`config.mk`:
```
export PLATFORM = sky130hd
export DESIGN_NAME = seven_segment_scan_controller
export DESIGN_NICKNAME = d
export VERILOG_FILES = /design/src/rtl/seven_segment_scan_controller.sv
export SDC_FILE = /design/constraint.sdc
export NUM_CORES = 1
export LEC_CHECK = 0
export ABC_AREA = 0
export BUFFER_PORTS_ARGS = -buffer_cell sky130_fd_sc_hd__buf_2
export CORE_MARGIN = 5
export CORE_UTILIZATION = 45
export DETAILED_ROUTE_END_ITERATION = 10
export PLACE_DENSITY = 0.75
export SLEW_MARGIN = 20
export SYNTH_ARGS = -nofsm -noshare
export SYNTH_HDL_FRONTEND = slang
export SYNTH_SLANG_ARGS = --single-unit
```
`constraint.sdc`:
```
create_clock -name clock -period 4.2 [get_ports clock]
set_clock_uncertainty 0.05 [all_clocks]
set_input_delay 0.84 -clock clock [delete_from_list [all_inputs] [get_ports clock]]
set_output_delay 0.84 -clock clock [all_outputs]
set_load 0.02 [all_outputs]
```
`src/rtl/seven_segment_scan_controller.sv`:
```
// Scans DIGITS common-cathode digits through one shared decoder, with a blanking gap between slots
// and a double-buffered display value. Define LEADING_ZERO_BLANK_EN to keep leading-zero digits dark.
module seven_segment_scan_controller #(
  parameter int DIGITS       = 4,
  parameter int SHOW_CYCLES  = 1000,
  parameter int BLANK_CYCLES = 16
) (
  input  logic                clock,
  input  logic                reset_n,
  input  logic                enable,
  input  logic                load_valid,
  input  logic [4*DIGITS-1:0] load_data,
  output logic                load_ready,
  output logic [3:0]          code_out,
  output logic [DIGITS-1:0]   digit_sel,
  output logic                frame_done
);

  localparam int IDX_W   = (DIGITS > 1) ? $clog2(DIGITS) : 1;
  localparam int SHOW_W  = (SHOW_CYCLES > 1) ? $clog2(SHOW_CYCLES) : 1;
  localparam int BLANK_W = (BLANK_CYCLES > 1) ? $clog2(BLANK_CYCLES) : 1;

  localparam logic [IDX_W-1:0]   LAST_IDX   = IDX_W'(DIGITS - 1);
  localparam logic [SHOW_W-1:0]  SHOW_LAST  = SHOW_W'(SHOW_CYCLES - 1);
  localparam logic [BLANK_W-1:0] BLANK_LAST = BLANK_W'(BLANK_CYCLES - 1);

  typedef enum logic [1:0] {
    IDLE  = 2'd0,
    BLANK = 2'd1,
    SHOW  = 2'd2
  } state_t;

  state_t              state, state_next;
  logic [IDX_W-1:0]    idx, idx_next;
  logic [SHOW_W-1:0]   show_cnt, show_cnt_next;
  logic [BLANK_W-1:0]  blank_cnt, blank_cnt_next;
  logic [4*DIGITS-1:0] active, active_next;
  logic [4*DIGITS-1:0] pending, pending_next;
  logic                pending_full, pending_full_next;
  logic                apply;
  logic                frame_done_next;
  logic [3:0]          code_next;
  logic [DIGITS-1:0]   sel_next;
  logic [DIGITS-1:0]   dark_mask;

  function automatic logic [3:0] nibble(input logic [4*DIGITS-1:0] value,
                                        input logic [IDX_W-1:0] k);
    nibble = 4'(value >> (4 * k));
  endfunction

  always_ff @(posedge clock or negedge reset_n) begin
    if (!reset_n) begin
      state        <= IDLE;
      idx          <= '0;
      show_cnt     <= '0;
      blank_cnt    <= '0;
      active       <= '0;
      pending      <= '0;
      pending_full <= 1'b0;
      load_ready   <= 1'b1;
      code_out     <= 4'd0;
      digit_sel    <= '0;
      frame_done   <= 1'b0;
    end else begin
      state        <= state_next;
      idx          <= idx_next;
      show_cnt     <= show_cnt_next;
      blank_cnt    <= blank_cnt_next;
      active       <= active_next;
      pending      <= pending_next;
      pending_full <= pending_full_next;
      load_ready   <= ~pending_full_next;
      code_out     <= code_next;
      digit_sel    <= sel_next;
      frame_done   <= frame_done_next;
    end
  end

  // Pending is only ever copied to active while scanning is idle or at the frame wrap,
  // and a load can never coincide with that copy because ready is low whenever it is possible.
  always_comb begin
    state_next        = state;
    idx_next          = idx;
    show_cnt_next     = show_cnt;
    blank_cnt_next    = blank_cnt;
    active_next       = active;
    pending_next      = pending;
    pending_full_next = pending_full;
    frame_done_next   = 1'b0;
    apply             = 1'b0;

    if (load_valid && load_ready) begin
      pending_next      = load_data;
      pending_full_next = 1'b1;
    end

    if (!enable) begin
      state_next     = IDLE;
      idx_next       = '0;
      show_cnt_next  = '0;
      blank_cnt_next = '0;
      apply          = (state == IDLE) && pending_full;
    end else begin
      case (state)
        IDLE: begin
          state_next     = BLANK;
          idx_next       = '0;
          blank_cnt_next = '0;
          apply          = pending_full;
        end
        BLANK: begin
          if (blank_cnt == BLANK_LAST) begin
            state_next    = SHOW;
            show_cnt_next = '0;
          end else begin
            blank_cnt_next = blank_cnt + BLANK_W'(1);
          end
        end
        SHOW: begin
          if (show_cnt == SHOW_LAST) begin
            state_next     = BLANK;
            blank_cnt_next = '0;
            if (idx == LAST_IDX) begin
              idx_next        = '0;
              frame_done_next = 1'b1;
              apply           = pending_full;
            end else begin
              idx_next = idx + IDX_W'(1);
            end
          end else begin
            show_cnt_next = show_cnt + SHOW_W'(1);
          end
        end
        default: state_next = IDLE;
      endcase
    end

    if (apply) begin
      active_next       = pending;
      pending_full_next = 1'b0;
    end
  end

`ifdef LEADING_ZERO_BLANK_EN
  logic zero_above;

  // Digit k goes dark when it and every more significant nibble are zero; digit 0 never does.
  always_comb begin
    dark_mask  = '0;
    zero_above = 1'b1;
    for (int k = DIGITS - 1; k >= 1; k--) begin
      zero_above   = zero_above & (active_next[4*k +: 4] == 4'd0);
      dark_mask[k] = zero_above;
    end
  end
`else
  assign dark_mask = '0;
`endif

  // Outputs are decoded from the upcoming state so they leave the flops aligned with it.
  always_comb begin
    code_next = 4'd0;
    sel_next  = '0;
    case (state_next)
      BLANK: code_next = nibble(active_next, idx_next);
      SHOW: begin
        code_next = nibble(active_next, idx_next);
        sel_next  = (DIGITS'(1) << idx_next) & ~dark_mask;
      end
      default: begin
        code_next = 4'd0;
        sel_next  = '0;
      end
    endcase
  end

endmodule

```
==> summary by stage, run 1 <==
Timing
The post-layout minimum cycle time is 3.02 ns. Based on the critical path, the design can be clocked at up to 0.331 GHz. Setup repair after global routing left no endpoint under its margin. The relative max-transition margin is 0.380. For the pin with the worst max-slew slack, the measured transition is 0.931 ns. The total of endpoints with negative setup slack in the final report is 0. The hold violation total from the final report is 0. Adding up every negative setup slack in the final design gives 0 ns.

The count of final max-slew check failures is 0. The ratio of final minimum period to clock period is 0.719.

Global route
The total global-route track usage is 0.149. The number of global-route vias before repair is 2126. The initial antenna violation count is 0. The pin count of the biggest net entering global routing is 44. Summed over all layers, the global routing overflow is 0. The global-route wire length before repair is 9920 µm.

Power and ir drop
For this design the total switching power over the nets is 488 µW. The share of total power consumed by net switching is 0.262. The static leakage is 0.00157 µW. Of the total power, combinational logic draws 0.207. The total internal power is 1380 µW.

IR analysis of the VDD net gives a maximum drop of 0.383 mV. Of the total power, the clock network draws 0.338. Power spread over the standard cell area amounts to 560 nW/µm². The sequential group share of total power is 0.454.

Die
For this configuration, the core starts out at a cell density of 0.460. The height of the die is 90.1 µm. The die area is 8110 µm². The area of the core region is 6280 µm².

During I/O placement, the number of pins put on the boundary was 30. The width of the die is 90.1 µm. After floorplanning, the core was divided into 29 placement rows.

CTS
The root buffer cell chosen for the clock tree is sky130_fd_sc_hd__clkbuf_8. In this run the deepest clock path goes through 2 buffers. The later pin in the worst-skew pair is clocked with a latency of 0.34 ns. The TritonCTS buffer count is 9. The clock tree from TritonCTS is yes. CTS built an H-tree with a depth of 3. The number of hold buffers added after CTS was 0.

Counting every sink on the clock net gives 61. The post-cts sizing count is 0. The CTS clock-pin slew for the worst setup and hold paths is 0.07 ns. The number of setup buffers added after CTS is 0.

Setup path
The data arrival at the endpoint of the critical path is 3.25 ns. Traced cell by cell, the critical path runs through inv_1 -> ha_1 -> inv_1 -> nor4_1 -> o31ai_1 -> ha_1 -> nor3b_1 -> o211a_1 -> a211o_1. The worst register-to-register path ends at code_out[3]. The worst flop-to-flop path startpoint is state[0].

The master of the slowest instance on the critical path is sky130_fd_sc_hd__nor3b_1. The critical path launch point type is a register. The number of buffers and inverters on the critical path is 2. The worst setup path is of the register to register kind. The minimum setup slack among reg-to-reg paths is 1.18 ns. The delay of the slowest cell on the worst path is 0.53 ns. The required time of the worst setup path is 4.43 ns. The largest fanout of any net on the critical path is 12. In this design, the largest share of critical-path delay is due to simple AND/OR/NAND/NOR gates. STA classifies the critical path endpoint as a register. The depth of the worst register-to-register path is 9.

Synthesis
For this run, the number of Yosys warnings is 0. The area of the mapped netlist is 2890 µm². The post-synthesis sequential area ratio is 0.529. The distinct cell type count after synthesis is 48. By area the synthesized netlist is led by sky130_fd_sc_hd__dfrtp_1 (52%), sky130_fd_sc_hd__mux2_2 (11%), sky130_fd_sc_hd__o21ai_0 (4.2%). The library cell with the largest summed area after synthesis is sky130_fd_sc_hd__dfrtp_1. The average footprint of a synthesized cell is 11.5 µm². The post-synthesis register bit count is 61. The synthesized net count is 278. The number of flops mapped to enable cells by yosys is 0.

Of the post-synthesis cell area, the dominant cell type holds 0.520. Among all flip-flop cells after synthesis, the most frequent one is sky130_fd_sc_hd__dfrtp_1. The share of async-settable or async-resettable flops after synthesis is 1.00. The number of instances in the synthesized netlist is 250.

Final layout
The storage element area is 1530 µm². The synthesis-to-finish area growth is 15.4%. Measured on the finished design, the core utilization comes to 0.530. The area of the multi-input gates is 1270 µm². The number of diodes is 0. For this run, the post-layout net count is 310. Fill cells in the final layout number 563. Of the cells placed in the final design, the portion with a size suffix greater than 1 is 0.282.

Hold path
The worst hold path belongs to the class register to register. The depth of the worst hold-timing path is 1. The terminating pin of the worst hold path is active[9].

In this run the most critical hold path is launched from active[9].

Status
The run finished with clean final reports.

Routing
The first TritonRoute pass finished after 4 iterations. The number of vias after detailed routing is 2012. The detail-routed net length per standard cell is 15.6 µm. The number of antenna-violating nets in the routed design is 0. The residual DRC count is 0.

The detailed router's first-iteration violation count is 85. In the routed layout, each cell is associated on average with a via count of 5.53. The sum of routed wire length over all layers is 5680 µm.

Placed design
At the end of routability-driven placement, the weighted congestion stood at 0.795. During placement, the flow inserted port buffers numbering 29. Detailed placement finished with a half-perimeter wire length of 3990 µm.

Job
The max-cap check violation count is 0.
[Yosys cell counts, types with 5 or more instances]
library cell	count
sky130_fd_sc_hd__dfrtp_1	60
sky130_fd_sc_hd__mux2_2	28
sky130_fd_sc_hd__o21ai_0	24
sky130_fd_sc_hd__nand2_1	19
sky130_fd_sc_hd__and3_1	10
sky130_fd_sc_hd__inv_1	10
sky130_fd_sc_hd__nand3_1	10
sky130_fd_sc_hd__ha_1	8
sky130_fd_sc_hd__clkbuf_1	6
sky130_fd_sc_hd__nand4_1	6
sky130_fd_sc_hd__o31ai_1	6
sky130_fd_sc_hd__nor3b_1	5
sky130_fd_sc_hd__o211ai_1	5
[metrics by stage]
stage / hold slack [ns] / std cells / worst slack [ns] / area, µm² / power, µW
floorplan: 0.410 / 250 / 1.70 / 2890 / 1130
global placement: 0.433 / 348 / 1.18 / 3090 / 1230
detailed placement: 0.436 / 348 / 1.11 / 3090 / 1250
CTS: 0.451 / 364 / 1.18 / 3330 / 1880
global route: 0.469 / 364 / 0.960 / 3330 / 1970
finish: 0.448 / 364 / 1.18 / 3330 / 1860
[worst max path at each step]
stage,to,depth (start not counted),start
after floorplan,code_out[0],7,enable
after global placement,code_out[3],7,enable
after detailed placement,code_out[3],7,enable
after CTS,code_out[3],9,state[0]
after global routing,code_out[2],10,state[0]
final,code_out[3],9,state[0]
[sequential cells by signal, indices dropped and copies added (netlist names)]
register / count
pending: 16
state: 2
frame_done: 1
digit_sel: 4
code_out: 4
active: 16
show_cnt: 10
pending_full: 1
load_ready: 1
idx: 2
blank_cnt: 4
[final cells by class]
class,instances,share of cell area
multi-input combinational,170,0.383
tap,77,0.0289
inverter,10,0.0113
clock inverter,4,0.0286
clock buffer,12,0.0436
sequential,61,0.459
timing repair buffer,30,0.0459
[power by group through the flow]
stage,registers [µW],clock network [µW],logic (µW)
after floorplan,846,0,281
after global placement,852,0,375
after detailed placement,858,0,387
after CTS,848,643,393
after global routing,863,666,436
final,847,631,386
[logic make-up after synthesis]
group,after synthesis,share of synthesized area
muxes,29,0.113
and+or+nand+nor,81,0.171
buffers and inverters,19,0.0291
adders and majority gates,8,0.0347
AOI/OAI and AO/OA,52,0.123
DFF,61,0.529
[routing by layer]
metal,part of all wire,GRT usage
met3,0.026,0.0309
met5,0,0
met4,0.025,0.0856
met2,0.48,0.230
met1,0.47,0.195
[layout by cell type (no fill, tap or decap), types with 4 or more instances in the layout]
cell and n:
sky130_fd_sc_hd__dfrtp_1 60, sky130_fd_sc_hd__buf_2 29, sky130_fd_sc_hd__mux2_2 28, sky130_fd_sc_hd__o21ai_0 24, sky130_fd_sc_hd__nand2_1 19, sky130_fd_sc_hd__inv_1 10, sky130_fd_sc_hd__nand3_1 10, sky130_fd_sc_hd__and3_1 10
sky130_fd_sc_hd__clkbuf_8 10, sky130_fd_sc_hd__ha_1 8, sky130_fd_sc_hd__o31ai_1 6, sky130_fd_sc_hd__nand4_1 6, sky130_fd_sc_hd__nor3b_1 5, sky130_fd_sc_hd__o211ai_1 5, sky130_fd_sc_hd__nor2b_1 4, sky130_fd_sc_hd__and2_1 4
Power figures use the tool's default switching activity.
==> run 2: changes to the inputs <==
- ABC_AREA: 0 -> 1
- PLACE_DENSITY: 0.75 -> 0.77
- clock period: 4.2 -> 2.7 ns (I/O delays scaled with it)
==> summary by stage, run 2 <==
Synthesis
After synthesis the netlist holds a flip-flop and latch count of 61. Sorting the synthesized cells by area gives the leading types as sky130_fd_sc_hd__dfrtp_1 (52%), sky130_fd_sc_hd__nand2_1 (9.6%), sky130_fd_sc_hd__mux2_2 (6.2%). Ranked by instance count, the synthesized netlist is headed by sky130_fd_sc_hd__nand2_1 (74), sky130_fd_sc_hd__dfrtp_1 (60), sky130_fd_sc_hd__nand3_1 (27).

The commonest register cell after synthesis is sky130_fd_sc_hd__dfrtp_1. The number of nets in the synthesized netlist is 333. The fraction of synthesized cell area taken by the top area cell type is 0.517.

A synthesized cell averages 9.53 µm². The library cell with the largest summed area after synthesis is sky130_fd_sc_hd__dfrtp_1. Counting flops with a built-in enable in the synthesized netlist gives 0. The yosys synthesis warning count is 0. The number of instances in the synthesized netlist is 305. The most numerous cell in the Yosys netlist is sky130_fd_sc_hd__nand2_1. Of all flip-flops after synthesis, the portion carrying an async set or reset was 1.00.

The share of the Yosys chip area taken by registers is 0.526. After synthesis, the netlist uses 30 different library cells. Summing every instance area after synthesis gives 2910 µm².

Setup path
The depth of the worst register-to-register path is 13. The minimum setup slack among reg-to-reg paths is 0.57 ns. The setup path with the least slack is of type register to register. The destination of the worst register-to-register timing path is code_out[1].

The critical path launch point type is a register. Of all nets on the critical path, the largest fanout is 17. The critical path endpoint category is a register. The required time of the worst setup path is 2.88 ns.

The startpoint identified for the worst register-to-register timing path is state[0]. Data arrives at the worst endpoint at 2.30 ns.

Power and ir drop
Cell internal power was estimated by the tool at 2010 µW. The power share of the combinational group is 0.225. Of the total power, registers draw 0.470. Across the VDD grid, the largest voltage drop is 0.653 mV. Of the total power, the share spent switching nets is 0.300. The switching component of the power is 863 µW. For this design the static power due to leakage is 0.00168 µW.

Of the total power, the clock network draws 0.305. The areal power density over the cells is 864 nW/µm².

Final layout
The share of post-route cells with drive strength above 1 is 0.270. The net count of the finished layout is 369. The post-layout instance area is 3330 µm².

In the final layout, the registers with the most flip-flops are active x16, pending x16, show_cnt x10. The filler cell count in the final layout is 591. Leaving out fill and tap cells, the most frequent cells in the layout are sky130_fd_sc_hd__nand2_1 (74), sky130_fd_sc_hd__dfrtp_1 (60), sky130_fd_sc_hd__buf_2 (29), sky130_fd_sc_hd__nand3_1 (27), sky130_fd_sc_hd__inv_1 (25). The number of diodes is 0. The leading cell type in the layout, fill and taps excluded is sky130_fd_sc_hd__nand2_1. Relative to the synthesized area, the layout overhead comes to 14.6%.

Global route
The number of global-route vias before repair is 2233. The total global-route track usage is 0.146. The first global-routing pass estimated 9730 µm of wire. The pin count of the biggest net entering global routing is 36. For this run the aggregate overflow at the end of global routing stands at 0. The initial antenna violation count is 0.

Die
The die covers 8170 µm². The width of the die is 90.4 µm. The height of the die is 90.4 µm.

The initial utilization of the core area, before any placement, comes to 0.460. The area of the core region is 6310 µm². The floorplan row count is 29. The number of top-level pins is 30.

Timing
The relative max-transition margin is 0.482. Of the available clock period, the critical path in the final layout requires 0.788. Setup violations remaining at the end of the flow were counted as 0. The worst hold slack after final layout is 0.229 ns. The final setup TNS is 0 ns. Static timing analysis puts the maximum clock frequency at 0.470 GHz. Counting I/O delays and the setup requirement, the final critical path takes 2.13 ns. The count of final max-slew check failures is 0. The hold violation total from the final report came to 0. For the pin with the worst max-slew slack, the measured transition is 0.777 ns. Setup slack closes at 0.573 ns. Setup repair after global routing left no endpoint under its margin.

Placed design
The routability congestion estimate is 0.825. The cell area after placement is 3120 µm². Prior to clock tree synthesis, the placed netlist has a worst setup slack of 0.566 ns. Once detailed placement completed, the half-perimeter wirelength came to 4100 µm. The number of input and output port buffers inserted is 29.

Hold path
The worst hold path class is input pin to async pin.

Routing
The detail-routed via count per cell is 4.99. The count of nets left with antenna violations once routing finished came out at 0. The detail-routed net length per standard cell is 13.0 µm. The sum of routed wire length over all layers is 5480 µm. The number of vias after detailed routing is 2105. The detailed router's first-iteration violation count is 53. The total iterations of the first detailed-routing run is 6. For this run, design rule violations remaining after detail routing come to 0.

CTS
The maximum level of the CTS H-tree is 3. TritonCTS built the clock tree. TritonCTS created 9 clock buffers. The tree built by TritonCTS fans out to 61 sinks. Clock-pin slew was measured on the worst setup and hold paths at 0.07 ns. The clock latency reported for the late side of the worst-skew pair is 0.34 ns. The post-cts sizing count is 0. For this design, the CTS-stage hold fixing added 0 buffers. In this run the post-CTS setup repair buffer count came out at 0. The maximum buffer depth of the clock tree is 2. The tree is rooted in a sky130_fd_sc_hd__clkbuf_8.

Status
The flow ran to the end, and the final reports show no timing, DRC or antenna violations.

Job
Across the run, the number of max-cap violations was 0.
[run 2: critical path, cell delays in order, from the launching register on]
cell                      delay (ns)
sky130_fd_sc_hd__dfrtp_1        0.40
sky130_fd_sc_hd__inv_1          0.11
sky130_fd_sc_hd__ha_1           0.29
sky130_fd_sc_hd__nand2_2        0.10
sky130_fd_sc_hd__inv_2          0.15
sky130_fd_sc_hd__nand4_4        0.16
sky130_fd_sc_hd__nand2_8        0.16
sky130_fd_sc_hd__nand2_8        0.13
sky130_fd_sc_hd__nand2_1        0.11
sky130_fd_sc_hd__nand2_1        0.08
sky130_fd_sc_hd__nand2_1        0.08
sky130_fd_sc_hd__nand2_1        0.07
sky130_fd_sc_hd__nor2_1         0.10
sky130_fd_sc_hd__nor2_1         0.05
[run 2: worst max path at each step]
stage                     slack (ns)     endpoint      from
after floorplan                 0.83  code_out[3]  state[0]
after CTS                       0.56  code_out[1]  state[0]
after global routing            0.37  code_out[2]  state[0]
after detailed placement        0.57  code_out[1]  state[0]
final                           0.57  code_out[1]  state[0]
after global placement          0.65  code_out[1]  state[0]
[run 2: area by class of cell]
class | instances | area [µm²] | share of cell area
inverters | 27 | 101 | 0.0304
clock inverters | 4 | 72.6 | 0.0218
repair buffers | 31 | 160 | 0.0481
flip-flops and latches | 61 | 1530 | 0.459
clock buffers | 11 | 141 | 0.0424
well taps | 77 | 96.3 | 0.0289
multi-input cells | 211 | 1230 | 0.370
[run 2: cell families (layout without fill, tap and decap cells)]
group                    count (synthesis)  count (layout)  share of synthesized area
buffers and inverters                   33              73                     0.0508
multiplexers                            16              16                     0.0620
flip-flops                              61              61                      0.526
AO/OA/AOI/OAI                           25              25                     0.0499
XOR/XNOR                                 3               3                    0.00904
AND/OR/NAND/NOR                        159             159                      0.268
adder cells (fa/ha/maj)                  8               8                     0.0344
[run 2: power groups by stage]
stage | clock network, µW | registers [µW] | logic (µW)
2_1_floorplan | 0 | 1320 | 553
3_3_place_gp | 0 | 1370 | 632
3_5_place_dp | 0 | 1370 | 657
4_1_cts | 901 | 1360 | 657
5_1_grt | 947 | 1380 | 738
6_report | 879 | 1350 | 647
[run 2: metrics by stage]
stage / util / instances / total power [µW]
2_1_floorplan: - / 305 / 1870
3_3_place_gp: 0.494 / 407 / 2000
3_5_place_dp: 0.494 / 407 / 2030
4_1_cts: 0.528 / 422 / 2910
5_1_grt: 0.528 / 422 / 3070
6_report: 0.528 / 422 / 2880
[run 2: routing by layer]
| layer | wire (µm) | global-route usage | vias up |
|---|---|---|---|
| met3 | 253 | 0.0592 | 12 |
| met4 | 92 | 0.0447 | 0 |
| met2 | 2860 | 0.252 | 38 |
| li1 | - | - | 1059 |
| met1 | 2280 | 0.165 | 996 |
| met5 | 0 | 0 | - |
